===== config.mk =====
export PLATFORM = sky130hd
export DESIGN_NAME = keypad_input
export DESIGN_NICKNAME = d
export VERILOG_FILES = /design/src/rtl/keypad_input.sv
export SDC_FILE = /design/constraint.sdc
export NUM_CORES = 1
export LEC_CHECK = 0
export CAP_MARGIN = 10
export CORE_MARGIN = 3
export CORE_UTILIZATION = 45
export CTS_CLUSTER_DIAMETER = 150
export DETAILED_ROUTE_END_ITERATION = 10
export GPL_TIMING_DRIVEN = 0
export PLACE_DENSITY = 0.69
export SLEW_MARGIN = 20
export SYNTH_ARGS = -nofsm -noshare
export SYNTH_HDL_FRONTEND = slang
export SYNTH_SLANG_ARGS = --single-unit

===== constraint.sdc =====
create_clock -name sys_clk -period 1.84 [get_ports sys_clk]
set_input_delay 0.276 -clock sys_clk [delete_from_list [all_inputs] [get_ports sys_clk]]
set_output_delay 0.276 -clock sys_clk [all_outputs]
set_load 0.01 [all_outputs]

===== src/rtl/keypad_input.sv =====
// keypad_input: scans a 4x4 active-low hex keypad one column at a time,
// debounces presses and releases, and shifts the last two accepted keys into
// an 8-bit value that the CPU reads through the bus mux on an IN strobe.
// Optional feature macro: KEYPAD_CLEAR_KEY_EN turns key C into a clear key
// that zeroes the value and drops data_valid instead of shifting in.
module keypad_input #(
  parameter int SCAN_DIV       = 1000,
  parameter int DEBOUNCE_SCANS = 4
) (
  input  logic       sys_clk,
  input  logic       rst,
  input  logic [3:0] rows,
  output logic [3:0] cols,
  input  logic       out_en,
  input  logic       read_strobe,
  output logic [7:0] bus_out,
  output logic       bus_oe,
  output logic       data_valid
);

  localparam int DW = (SCAN_DIV > 1) ? $clog2(SCAN_DIV) : 1;
  localparam int CW = $clog2(DEBOUNCE_SCANS + 1);
  localparam logic [DW-1:0] DWELL_LAST = DW'(SCAN_DIV - 1);
  localparam logic [CW-1:0] DEB_LAST   = CW'(DEBOUNCE_SCANS - 1);

  typedef enum logic [1:0] {SCAN, DEBOUNCE, HELD} state_t;

  state_t        state;
  logic [3:0]    rows_meta;
  logic [3:0]    rows_sync;
  logic [DW-1:0] dwell_cnt;
  logic [CW-1:0] deb_cnt;
  logic [1:0]    col_idx;
  logic [1:0]    next_col;
  logic [1:0]    key_row;
  logic [1:0]    row_now;
  logic          single_low;
  logic          dwell_end;
  logic          commit;
  logic [3:0]    commit_key;
  logic [7:0]    value;

  // Two-flop synchroniser; idle keypad rows read as all high
  always_ff @(posedge sys_clk or negedge rst) begin
    if (!rst) begin
      rows_meta <= 4'hF;
      rows_sync <= 4'hF;
    end else begin
      rows_meta <= rows;
      rows_sync <= rows_meta;
    end
  end

  // Dwell counter: each column is driven for SCAN_DIV cycles
  always_ff @(posedge sys_clk or negedge rst) begin
    if (!rst) begin
      dwell_cnt <= '0;
    end else if (dwell_cnt == DWELL_LAST) begin
      dwell_cnt <= '0;
    end else begin
      dwell_cnt <= dwell_cnt + DW'(1);
    end
  end

  // Decode the sampled rows; only exactly one low row counts as a key
  always_comb begin
    single_low = 1'b0;
    row_now    = 2'd0;
    case (rows_sync)
      4'b1110: begin single_low = 1'b1; row_now = 2'd0; end
      4'b1101: begin single_low = 1'b1; row_now = 2'd1; end
      4'b1011: begin single_low = 1'b1; row_now = 2'd2; end
      4'b0111: begin single_low = 1'b1; row_now = 2'd3; end
      default: begin single_low = 1'b0; row_now = 2'd0; end
    endcase
  end

  // Commit happens on the dwell end that completes the debounce count
  always_comb begin
    dwell_end  = (dwell_cnt == DWELL_LAST);
    next_col   = col_idx + 2'd1;
    commit_key = {row_now, col_idx};
    commit     = dwell_end && single_low &&
                 (((state == SCAN) && (DEBOUNCE_SCANS == 1)) ||
                  ((state == DEBOUNCE) && (row_now == key_row) && (deb_cnt == DEB_LAST)));
  end

  // Scan/debounce/hold sequencer with registered column drive
  always_ff @(posedge sys_clk or negedge rst) begin
    if (!rst) begin
      state   <= SCAN;
      col_idx <= 2'd0;
      cols    <= 4'b1110;
      deb_cnt <= '0;
      key_row <= 2'd0;
    end else if (dwell_end) begin
      case (state)
        SCAN: begin
          if (single_low) begin
            key_row <= row_now;
            if (DEBOUNCE_SCANS == 1) begin
              deb_cnt <= '0;
              state   <= HELD;
            end else begin
              deb_cnt <= CW'(1);
              state   <= DEBOUNCE;
            end
          end else begin
            col_idx <= next_col;
            cols    <= ~(4'b0001 << next_col);
          end
        end
        DEBOUNCE: begin
          if (single_low && (row_now == key_row)) begin
            if (deb_cnt == DEB_LAST) begin
              deb_cnt <= '0;
              state   <= HELD;
            end else begin
              deb_cnt <= deb_cnt + CW'(1);
            end
          end else begin
            deb_cnt <= '0;
            state   <= SCAN;
            col_idx <= next_col;
            cols    <= ~(4'b0001 << next_col);
          end
        end
        HELD: begin
          if (rows_sync == 4'hF) begin
            if (deb_cnt == DEB_LAST) begin
              deb_cnt <= '0;
              state   <= SCAN;
              col_idx <= next_col;
              cols    <= ~(4'b0001 << next_col);
            end else begin
              deb_cnt <= deb_cnt + CW'(1);
            end
          end else begin
            deb_cnt <= '0;
          end
        end
        default: begin
          deb_cnt <= '0;
          state   <= SCAN;
        end
      endcase
    end
  end

  // Value shift register and data_valid handshake; a commit beats read_strobe
  always_ff @(posedge sys_clk or negedge rst) begin
    if (!rst) begin
      value      <= 8'h00;
      data_valid <= 1'b0;
    end else if (commit) begin
`ifdef KEYPAD_CLEAR_KEY_EN
      if (commit_key == 4'hC) begin
        value      <= 8'h00;
        data_valid <= 1'b0;
      end else begin
        value      <= {value[3:0], commit_key};
        data_valid <= 1'b1;
      end
`else
      value      <= {value[3:0], commit_key};
      data_valid <= 1'b1;
`endif
    end else if (read_strobe) begin
      data_valid <= 1'b0;
    end
  end

  assign bus_out = out_en ? value : 8'h00;
  assign bus_oe  = out_en;

endmodule


* After elaboration in Yosys (flattened, before gate mapping)
Index checks and enable logic that the tools add are counted.
Operators by class: reduce and logical (&&, ||, !) cells 13, shift-type cells 1, bitwise operators 1, eq/ne operators 16, mux-type cells 27, add/sub/neg operators 3
Operators by type and width (number):
- 2-to-1 mux 2 bit | 9
- one-hot mux 2 bit (3 select lines) | 3
- == test 4 bit (second input constant) | 4
- 2-to-1 mux 4 bit | 4
- 2-to-1 mux 3 bit | 4
- one-hot mux 4 bit (3 select lines) | 1
- adder 10 x 1 -> 10 bit (second input constant) | 1
- == test 10 bit (second input constant) | 1
- 2-to-1 mux 10 bit | 1
- inequality test 2 bit (second input constant) | 5
- one-hot mux 3 bit (3 select lines) | 1
- 2-to-1 mux 8 bit | 1
- AND reduction 6 bit | 1
- logical AND 1 bit | 5
- AND reduction 5 bit | 1
- == test 4 x 3 -> 1 bit (second input constant) | 1
- NOT 4 bit | 1
- OR reduction 4 bit | 1
- left shift 1 x 2 -> 4 bit (first input constant) | 1
- adder 3 x 1 -> 3 bit (second input constant) | 1
- == test 3 x 2 -> 1 bit (second input constant) | 1
- 2-to-1 mux 1 bit | 3
- inequality test 3 bit (second input constant) | 1
- AND reduction 3 bit | 1
- other kinds (8) | 8
Storage, ports and cells: register bits 40, output and inout port bits 14, logic and storage cells 71, input bits 8

* Longest topological paths before layout
Gate-level depths: netlist of run 1.
word-level depth 7, mapped depth 8, gate-level depth less buffers 7

* Least setup slack after synthesis of run 1
No wires, ideal clock.
path kind reg2reg, start reg rows_sync[3], end reg col_idx[1], cell stages (with the launch flop) 7, path slack -0.151 ns, data required time 1.712 ns, setup time 0.128 ns, buffers on the path 0, arrival time 1.863 ns, period minus slack after synthesis 1.991 ns, cells stage by stage dfstp_2 > xor2_1 > and3_4 > xor2_2 > nor4_4 > nand3b_4 > mux2_1
Between the ends: cells in the longest elaborated chain, start to end 6, elaborated cells between the ends (all ways) 14, classes of those cells eq/ne (9); mux (2); reduce/logical (3)
Ends and longest elaborated chain:
- start: declaration | RTL line 30 | logic [3:0] rows_sync;
- start signal: assignment | RTL line 50 | rows_sync <= rows_meta;
- == test 4 x 3 -> 1 bit / == test 4 bit (equally long branches) | RTL line 69 | case (rows_sync)
- one-hot mux 2 bit (3 select lines) / OR reduction 4 bit (equally long branches)
- == test 2 bit / 2-to-1 mux 1 bit (equally long branches) | RTL line 114, 69
- logical AND 1 bit | RTL line 114 | if (single_low && (row_now == key_row)) begin
- inequality test 2 bit (no source line)
- AND reduction 6 bit (no source line) *
- end signal: assignment | RTL line 109 | col_idx <= next_col;
- end signal: assignment | RTL line 124 | col_idx <= next_col;
- end signal: assignment | RTL line 133 | col_idx <= next_col;
- end: declaration | RTL line 33 | logic [1:0] col_idx;
Every way passes the cells marked *; elsewhere a longest branch is shown, timed or not. A chain may end at the register's enable or synchronous reset.

* Final worst setup path of run 1
Ends and elaborated chain as after synthesis.

==> impl_metrics.env, run 1 <==
export IMPL_path_cells="xor2_1, and3_4, xor2_4, nor4_4, buf_4, nand3b_4, mux2_4"
export IMPL_crit_fanout=5
export IMPL_clock_path_buffers=2
export IMPL_final_common_cell="dfrtp_1"
export IMPL_synth_top_area_share_pct=36.5
export IMPL_ir_drop_v=0.000542
export IMPL_postSynthRegisterBits=40
export IMPL_avgSynthCellArea_um2=12.4
export IMPL_wl_um=3840
export IMPL_drv_slew=0
export IMPL_critPathArrivalTime_ns=2.21
export IMPL_drv_cap=0
export IMPL_synth_edf_count=0
export IMPL_netlist_top_cells_area="dfrtp_1 (36%), dfstp_2 (15%), mux2_4 (6.0%)"
export IMPL_reg2reg_depth=7
export IMPL_min_period_over_period_pct=111
export IMPL_p_leak_nw=1.24
export IMPL_ant_nets=0
export IMPL_violations="setup timing"
export IMPL_die_y_um=72.5
export IMPL_fmaxAchievable_ghz=0.491
export IMPL_design_area_um2=2640
export IMPL_firstDrtPassIters=4
export IMPL_grt_overflow_total=0
export IMPL_final_cell_mix="dfrtp_1 (29), buf_4 (19), clkdlybuf4s50_1 (19), nor2_1 (15)"
export IMPL_critical_path_class="reg2reg"
export IMPL_antenna_found_initial=0
export IMPL_clock_latency_ns=0.29
export IMPL_min_path_type="reg2reg"
export IMPL_regToRegSetupSlack_ns=-0.20
export IMPL_grt_pass1_vias=1437
export IMPL_crit_end="col_idx[1]"
export IMPL_vias=1398
export IMPL_synth_warnings=0
export IMPL_p_per_area_nw_per_um2=640
export IMPL_syn_nets=175
export IMPL_die_area_um2=5260
export IMPL_grt_pass1_wl_um=6570
export IMPL_clock_sinks=40
export IMPL_wire_per_inst_um=14.6
export IMPL_htreeDepth=2
export IMPL_routed_via_density=5.32
export IMPL_post_dp_cell_area_um2=2290
export IMPL_synth_top_area_cell="dfrtp_1"
export IMPL_syn_cell_area_um2=1990
export IMPL_cts_tree="yes"
export IMPL_dp_slack_ns=-0.297
export IMPL_drc=0
export IMPL_grt_max_degree=23
export IMPL_tightest_slew_ns=0.467
export IMPL_cp_start_kind="register"
export IMPL_yosysSeqAreaShare_pct=51.0
export IMPL_routabilityCongestion=0.791
export IMPL_port_buffers=21
export IMPL_coreArea_um2=4140
export IMPL_dp_hpwl_um=2600
export IMPL_crit_required_ns=2.02
export IMPL_drtIter0Drc=121
export IMPL_rr_endpoint="col_idx[1]"
export IMPL_path_clk_slew_ns=0.08
export IMPL_synth_cell_type_count=49
export IMPL_max_stage_delay_ns=0.58
export IMPL_rsz0062_at_grt="yes"
export IMPL_global_route_usage_total_pct=16.1
export IMPL_synth_cells=161
export IMPL_crit_start="rows_sync[3]"
export IMPL_r2r_start="rows_sync[3]"
export IMPL_synthFlopType="dfrtp_1"
export IMPL_setup_viol=19
export IMPL_hold_viol_final=0
export IMPL_crit_path_top_delay_cell="dfstp_2"
export IMPL_nNetsFinal=226
export IMPL_status="complete, but fails checks"
export IMPL_period_needed_ns=2.04
export IMPL_worst_setup_path_end_kind="register"
export IMPL_fp_dieW_um=72.5
export IMPL_diodes=0
export IMPL_async_flop_share_pct=100
export IMPL_cts_buffers=5
export IMPL_fin_ws_ns=-0.197
export IMPL_skew_ns=0.00566
export IMPL_syn_to_final_growth_pct=32.4
export IMPL_ioPinCount=22
export IMPL_start_util_pct=48.0
export IMPL_drive_above_1_share_pct=36.2
export IMPL_root_buffer="clkbuf_8"
export IMPL_rows=23
export IMPL_max_slew_margin_pct=68.9
[state kept, by name (all words and copies together), names as in the netlist]
register	flops
cols	4
value	8
state	2
rows_meta	4
deb_cnt	3
dwell_cnt	10
col_idx	2
rows_sync	4
data_valid	1
key_row	2
[area by class of cell]
cell class | count | area (um^2)
repair buffers | 43 | 399
inverters | 8 | 30.0
clock inverters | 2 | 35.0
flip-flops and latches | 40 | 1010
fillers | 326 | 1510
well taps | 50 | 62.6
plain buffers | 3 | 32.5
clock buffers | 6 | 72.6
multi-input cells | 111 | 990
[worst min-delay path by stage]
stage	endpoint	slack, ns	depth (start not counted)	from
global route	rows_sync[0]	0.36	0	rows_meta[0]
detailed placement	dwell_cnt[8]	0.25	1	rst
finish	rows_sync[3]	0.36	0	rows_meta[3]
floorplan	col_idx[0]	-0.02	0	rst
CTS	rows_sync[3]	0.36	0	rows_meta[3]
global placement	rows_sync[3]	0.35	0	rows_meta[3]
[cells by family after synthesis]
group,after synthesis,share of synthesized area [%]
and+or+nand+nor,57,18.5
DFF,40,51.0
adders and majority gates,6,3.77
xor gates and xnor gates,10,4.78
buffers and inverters,11,2.95
muxes,16,10.2
AOI/OAI and AO/OA,21,8.80
[worst max-delay path: cells and delay by family (launching register included)]
kind / cells / cell delay [ns]
buffers and inverters: 1 / 0.17
and+or+nand+nor: 3 / 0.64
muxes: 1 / 0.30
xor gates and xnor gates: 2 / 0.23
DFF: 1 / 0.58
[Yosys cell counts, types with 2 or more instances]
cell / count
o21bai_1: 2
o41ai_1: 3
mux2_4: 8
xnor2_1: 4
nand2_1: 8
and3_1: 2
buf_4: 2
dfrtp_1: 29
xor2_1: 5
inv_1: 8
mux2i_1: 5
nand3_1: 6
ha_1: 6
dfstp_2: 11
and2_1: 9
nand2b_1: 2
nor2_1: 16
mux2_1: 2
o21ai_0: 3
[power breakdown]
group / switching [mW] / total (mW) / internal, mW / leakage, nW
clock network: 0.292 / 0.694 / 0.402 / 0.0552
registers: 0.00762 / 0.903 / 0.895 / 0.506
logic: 0.0462 / 0.0890 / 0.0429 / 0.675
[per-stage QoR]
step           hold WS [ns]  power (mW)  TNS, ns  std cells  util (%)
4_1_cts               0.358        1.70    -1.60        257      61.8
2_1_floorplan       -0.0196       0.952   -0.726        161         -
5_1_grt               0.363        1.75    -4.64        263      63.6
6_report              0.358        1.69    -2.45        263      63.6
3_3_place_gp          0.346       0.992   -14.00        232      54.7
3_5_place_dp          0.246        1.00    -3.48        233      55.3
[per-layer routing]
layer,track usage (%),up-vias,wire [um]
li1,-,661,-
met3,3.74,5,166
met1,21.4,701,1740
met4,5.33,0,36
met2,26.2,31,1910
met5,0,-,0
[timing repair]
action	in CTS	in global routing
setup buffers	14	7
hold buffers	1	0
resized for setup	10	7
gates cloned	1	0
endpoints found under the hold margin	8	0
setup endpoints to repair	27	22
pin swaps	5	5
Note: power is estimated with default switching activity, not from simulation.
==> run 2, diff against run 1 <==
--- a/config.mk
+++ b/config.mk
@@ -7,11 +7,12 @@
 export LEC_CHECK = 0
 export CAP_MARGIN = 10
 export CORE_MARGIN = 3
-export CORE_UTILIZATION = 45
+export CORE_UTILIZATION = 50
 export CTS_CLUSTER_DIAMETER = 150
 export DETAILED_ROUTE_END_ITERATION = 10
 export GPL_TIMING_DRIVEN = 0
-export PLACE_DENSITY = 0.69
+export PLACE_DENSITY = 0.75
+export SETUP_SLACK_MARGIN = 0.2
 export SLEW_MARGIN = 20
 export SYNTH_ARGS = -nofsm -noshare
 export SYNTH_HDL_FRONTEND = slang
==> run 2 against run 1 <==
Effect of this change:
- design area grew 7.2%
- wire length grew 17%
- die area shrank 9.2%
- the run still ends with setup timing left
- power grew 3.1%
- combinational power grew 13%
- first-iteration DRC count shrank 58%
- clock-buffer cell count shrank 1
- largest cell class is now multi-input gates
- critical path type unchanged
==> impl_metrics.env, run 2 (synthesized netlist as in run 1, its figures left out) <==
export IMPL_clock_latency_ns=0.29
export IMPL_grt_pass1_vias=1528
export IMPL_clock_sinks=40
export IMPL_min_period_over_period_pct=119
export IMPL_rsz0062_at_grt="yes"
export IMPL_fin_ws_ns=-0.350
export IMPL_crit_required_ns=2.02
export IMPL_ir_drop_v=0.000778
export IMPL_finish_utilization_pct=75.5
export IMPL_fp_dieW_um=69.1
export IMPL_coreArea_um2=3740
export IMPL_p_leak_nw=1.39
export IMPL_cp_start_kind="register"
export IMPL_grt_pass1_wl_um=7290
export IMPL_regMostFlops="dwell_cnt"
export IMPL_skew_ns=0.00917
export IMPL_port_buffers=21
export IMPL_ioPinCount=22
export IMPL_drive_above_1_share_pct=42.8
export IMPL_drv_slew=0
export IMPL_hold_viol_final=0
export IMPL_cts_tree="yes"
export IMPL_p_per_area_nw_per_um2=615
export IMPL_instances_no_fill=270
export IMPL_rows=22
export IMPL_wl_um=4500
export IMPL_wire_per_inst_um=16.7
export IMPL_clock_path_buffers=2
export IMPL_die_area_um2=4770
export IMPL_min_path_type="reg2reg"
export IMPL_status="complete, but fails checks"
export IMPL_syn_to_final_growth_pct=42.0
export IMPL_drv_cap=0
export IMPL_diodes=0
export IMPL_start_util_pct=53.2
export IMPL_final_cell_mix="dfrtp_1 (29), buf_4 (23), clkdlybuf4s50_1 (12), mux2_4 (11), dfstp_2 (11)"
export IMPL_routed_via_density=5.38
export IMPL_pwr_share_seq_pct=52.0
export IMPL_comb_power_share_pct=5.8
export IMPL_firstDrtPassIters=4
export IMPL_setup_viol=22
export IMPL_largest_register_ff_count=10
export IMPL_internal_power_mw=1.35
export IMPL_tightest_slew_ns=0.462
export IMPL_drtIter0Drc=51
export IMPL_global_route_usage_total_pct=19.1
export IMPL_path_clk_slew_ns=0.09
export IMPL_dp_hpwl_um=2700
export IMPL_die_y_um=69.1
export IMPL_period_needed_ns=2.19
export IMPL_fmaxAchievable_ghz=0.457
export IMPL_grt_overflow_total=0
export IMPL_dp_cells=231
export IMPL_ant_nets=0
export IMPL_final_common_cell="dfrtp_1"
export IMPL_routabilityCongestion=0.836
export IMPL_drc=0
export IMPL_p_sw_share_pct=22.2
export IMPL_worst_setup_path_end_kind="register"
export IMPL_grt_max_degree=24
export IMPL_violations="setup timing"
export IMPL_grtUsageMet1_pct=22.5
export IMPL_top_regs="dwell_cnt (10), value (8)"
export IMPL_antenna_found_initial=0
export IMPL_max_slew_margin_pct=69.2
export IMPL_grt_met2_usage_pct=33.5
export IMPL_root_buffer="clkbuf_8"
export IMPL_crit_fanout=5
export IMPL_htreeDepth=2
export IMPL_critPathArrivalTime_ns=2.37
export IMPL_critical_path_class="reg2reg"
export IMPL_nNetsFinal=235
export IMPL_grt_busiest_layer="met2"
export IMPL_cts_buffers=5
export IMPL_power_clock_fraction_pct=42.3
export IMPL_power_switching_mw=0.385
export IMPL_vias=1452
export IMPL_use_met3_pct=4.66
export IMPL_dp_slack_ns=-0.335
run 2: metal layers:
metal  up-vias  wire [um]
met2        32       2350
li1        675          -
met3        10        156
met5         -          0
met4         0         94
met1       735       1890
run 2: repair_timing:
| item | 4_1_cts | 5_1_grt |
|---|---|---|
| cloned | 1 | 0 |
| endpoints found under the hold margin | 16 | 0 |
| hold buffers | 1 | 0 |
| pin swaps | 10 | 14 |
| setup buffers | 19 | 10 |
| resized for setup | 20 | 28 |
| endpoints found under the setup margin | 33 | 37 |
run 2: critical path, stage by stage, from the launching register on:
cell and delay [ns]:
dfstp_2 0.54, buf_6 0.10, xor2_1 0.16, and3_4 0.26
xor2_4 0.09, nor4_4 0.32, buf_4 0.21, nand2_8 0.08
mux2_4 0.31
run 2: worst paths after layout:
path                       cells past startpoint  slack [ns]           end          from
max                                            8       -0.35      value[3]  rows_sync[1]
min                                            0        0.35  rows_sync[0]  rows_meta[0]
max reg2reg                                    8       -0.35      value[3]  rows_sync[1]
min reg2reg                                    0        0.35  rows_sync[0]  rows_meta[0]
max in group asynchronous                      3        0.84       cols[2]           rst
min in group asynchronous                      2        0.46    deb_cnt[1]           rst
run 2: power groups by stage:
| stage | clock, mW | sequential (mW) | combinational, mW |
|---|---|---|---|
| floorplan | 0 | 0.918 | 0.0338 |
| global placement | 0 | 0.919 | 0.0718 |
| detailed placement | 0 | 0.920 | 0.0812 |
| CTS | 0.745 | 0.902 | 0.0934 |
| global route | 0.784 | 0.905 | 0.110 |
| finish | 0.734 | 0.903 | 0.101 |
run 2: cell type report:
type | count | area (um^2)
clock buffer | 5 | 68.8
timing repair buffer | 52 | 500
buffer | 3 | 32.5
fill | 246 | 917
inverter | 8 | 30.0
clock inverter | 3 | 46.3
sequential | 40 | 1010
tap | 48 | 60.1
multi-input combinational | 111 | 1070
run 2: metrics by stage:
step                      TNS, ns  cell area, um^2  hold slack, ns  total power [mW]
final                       -5.55             2830           0.351              1.74
after global routing        -6.95             2830           0.361              1.80
after CTS                   -4.70             2650           0.353              1.74
after detailed placement    -4.00             2290           0.250              1.00
after global placement     -13.21             2270           0.346             0.991
after floorplan            -0.726             2000         -0.0196             0.952
==> run 3, diff against run 2 <==
--- a/config.mk
+++ b/config.mk
@@ -12,6 +12,7 @@
 export DETAILED_ROUTE_END_ITERATION = 10
 export GPL_TIMING_DRIVEN = 0
 export PLACE_DENSITY = 0.75
+export RECOVER_POWER = 100
 export SETUP_SLACK_MARGIN = 0.2
 export SLEW_MARGIN = 20
 export SYNTH_ARGS = -nofsm -noshare
==> run 3 against run 2 <==
Effect of this change:
- the flow still finishes with violations (setup timing)
- critical endpoint unchanged
- hold slack lost 0.00091 ns
- wire length rose by 0.49%
- die area unchanged
- via count shrank 0.83%
- flip-flop and latch count is the same
- critical path type unchanged
==> impl_metrics.env, run 3 (synthesized netlist as in run 1, its figures left out) <==
export IMPL_nNetsFinal=235
export IMPL_fin_ws_ns=-0.347
export IMPL_design_area_um2=2770
export IMPL_crit_required_ns=2.02
export IMPL_post_dp_cell_area_um2=2290
export IMPL_wire_per_inst_um=16.7
export IMPL_clock_latency_ns=0.29
export IMPL_skew_ns=0.00881
export IMPL_ir_drop_v=0.000775
export IMPL_cp_start_kind="register"
export IMPL_max_slew_margin_pct=35.1
export IMPL_htreeDepth=2
export IMPL_die_y_um=69.1
export IMPL_vias=1440
export IMPL_drv_cap=0
export IMPL_critPathArrivalTime_ns=2.36
export IMPL_grt_pass1_vias=1528
export IMPL_power_total_mw=1.73
export IMPL_port_buffers=21
export IMPL_reg2reg_depth=8
export IMPL_firstDrtPassIters=4
export IMPL_grt_max_degree=24
export IMPL_regToRegSetupSlack_ns=-0.35
export IMPL_p_leak_nw=1.27
export IMPL_fillers=258
export IMPL_path_cells="buf_6, xor2_1, and3_4, xor2_4, nor4_4, buf_4, nand2_8, mux2_4"
export IMPL_routed_via_density=5.33
export IMPL_top_regs="dwell_cnt (10), value (8)"
export IMPL_coreArea_um2=3740
export IMPL_clock_sinks=40
export IMPL_dp_hpwl_um=2700
export IMPL_crit_fanout=5
export IMPL_tns_ns=-5.52
export IMPL_cts_tree="yes"
export IMPL_max_stage_delay_ns=0.54
export IMPL_path_clk_slew_ns=0.09
export IMPL_ioPinCount=22
export IMPL_crit_path_top_delay_cell="dfstp_2"
export IMPL_ant_nets=0
export IMPL_p_per_area_nw_per_um2=623
export IMPL_final_cell_mix="dfrtp_1 (29), buf_4 (22), mux2_4 (11), dfstp_2 (11), nor2_1 (10)"
export IMPL_routabilityCongestion=0.836
export IMPL_violations="setup timing"
export IMPL_r2r_start="rows_sync[1]"
export IMPL_min_period_over_period_pct=119
export IMPL_start_util_pct=53.2
export IMPL_fp_dieW_um=69.1
export IMPL_regMostFlops="dwell_cnt"
export IMPL_critical_path_class="reg2reg"
export IMPL_setup_viol=22
export IMPL_worst_setup_path_end_kind="register"
export IMPL_syn_to_final_growth_pct=39.3
export IMPL_drc=0
export IMPL_rsz0062_at_grt="yes"
export IMPL_min_path_type="reg2reg"
export IMPL_rr_endpoint="value[3]"
export IMPL_period_needed_ns=2.19
export IMPL_min_from="rows_meta[0]"
export IMPL_root_buffer="clkbuf_8"
export IMPL_diodes=0
export IMPL_final_common_cell="dfrtp_1"
export IMPL_hold_viol_final=0
export IMPL_cts_buffers=5
export IMPL_global_route_usage_total_pct=19.1
export IMPL_antenna_found_initial=0
export IMPL_instances_no_fill=270
export IMPL_rows=22
export IMPL_drtIter0Drc=63
export IMPL_fmaxAchievable_ghz=0.457
export IMPL_largest_register_ff_count=10
export IMPL_hold_end="rows_sync[0]"
export IMPL_die_area_um2=4770
export IMPL_multi_input_comb_area_um2=1060
export IMPL_grt_overflow_total=0
export IMPL_hold_ws_ns=0.350
export IMPL_hold_depth=0
export IMPL_tightest_slew_ns=0.973
export IMPL_status="complete, but fails checks"
export IMPL_drive_above_1_share_pct=41.4
export IMPL_clock_path_buffers=2
export IMPL_dp_cells=231
export IMPL_wl_um=4520
export IMPL_drv_slew=0
export IMPL_grt_pass1_wl_um=7290
export IMPL_seq_area_um2=1010
-- run 3: changes by cell type in the layout (fill, tap and decap cells not counted), moves of 2 or more --
cell / delta
clkbuf_1: +2
clkdlybuf4s25_1: +5
clkdlybuf4s50_1: -4
dlygate4sd3_1: +4
dlymetal6s2s_1: -5
-- run 3: worst max-delay path: cells and delay by family (launching register included) --
| kind | cells | cell delay (ns) |
|---|---|---|
| xor gates and xnor gates | 2 | 0.24 |
| DFF | 1 | 0.54 |
| buffers and inverters | 2 | 0.31 |
| and+or+nand+nor | 3 | 0.66 |
| muxes | 1 | 0.31 |
-- run 3: per-stage QoR --
step,setup slack (ns),util (%)
6_report,-0.347,74.1
5_1_grt,-0.412,74.1
4_1_cts,-0.315,70.9
3_5_place_dp,-0.335,61.1
3_3_place_gp,-0.356,60.5
2_1_floorplan,-0.151,-
-- run 3: worst max-delay path by stage --
stage / from / slack, ns / cells after the start / endpoint
3_3_place_gp: rst / -0.36 / 1 / dwell_cnt[7]
6_report: rows_sync[1] / -0.35 / 8 / value[3]
2_1_floorplan: rows_sync[3] / -0.15 / 6 / col_idx[1]
4_1_cts: rows_sync[1] / -0.31 / 7 / value[6]
3_5_place_dp: rows_sync[3] / -0.34 / 6 / col_idx[1]
5_1_grt: rows_sync[1] / -0.41 / 8 / cols[1]
-- run 3: metal layers --
layer / vias up / part of all wire [%] / GRT usage (%) / routed length, um
li1: 676 / - / - / -
met1: 719 / 42 / 22.5 / 1890
met2: 32 / 52 / 33.5 / 2360
met3: 13 / 3.7 / 4.66 / 169
met4: 0 / 2.3 / 7.16 / 106
met5: - / 0 / 0 / 0
-- run 3: cell type report --
type | instances | share of cell area, %
multi-input combinational | 111 | 38.2
timing repair buffer | 52 | 16.6
buffer | 3 | 1.17
clock buffer | 5 | 2.48
clock inverter | 3 | 1.67
sequential | 40 | 36.6
inverter | 8 | 1.08
tap | 48 | 2.17
-- run 3: what timing repair did --
| action | 4_1_cts | 5_1_grt |
|---|---|---|
| resized for setup | 20 | 28 |
| pin swaps | 10 | 14 |
| setup endpoints to repair | 33 | 37 |
| buffers inserted | 19 | 10 |
| endpoints found under the hold margin | 16 | 0 |
| cloned | 1 | 0 |
| hold buffers | 1 | 0 |
-- run 3: where the power goes --
part	switching (mW)	internal [mW]	total (mW)
registers	0.00793	0.895	0.903
logic	0.0507	0.0419	0.0926
clock network	0.325	0.409	0.734
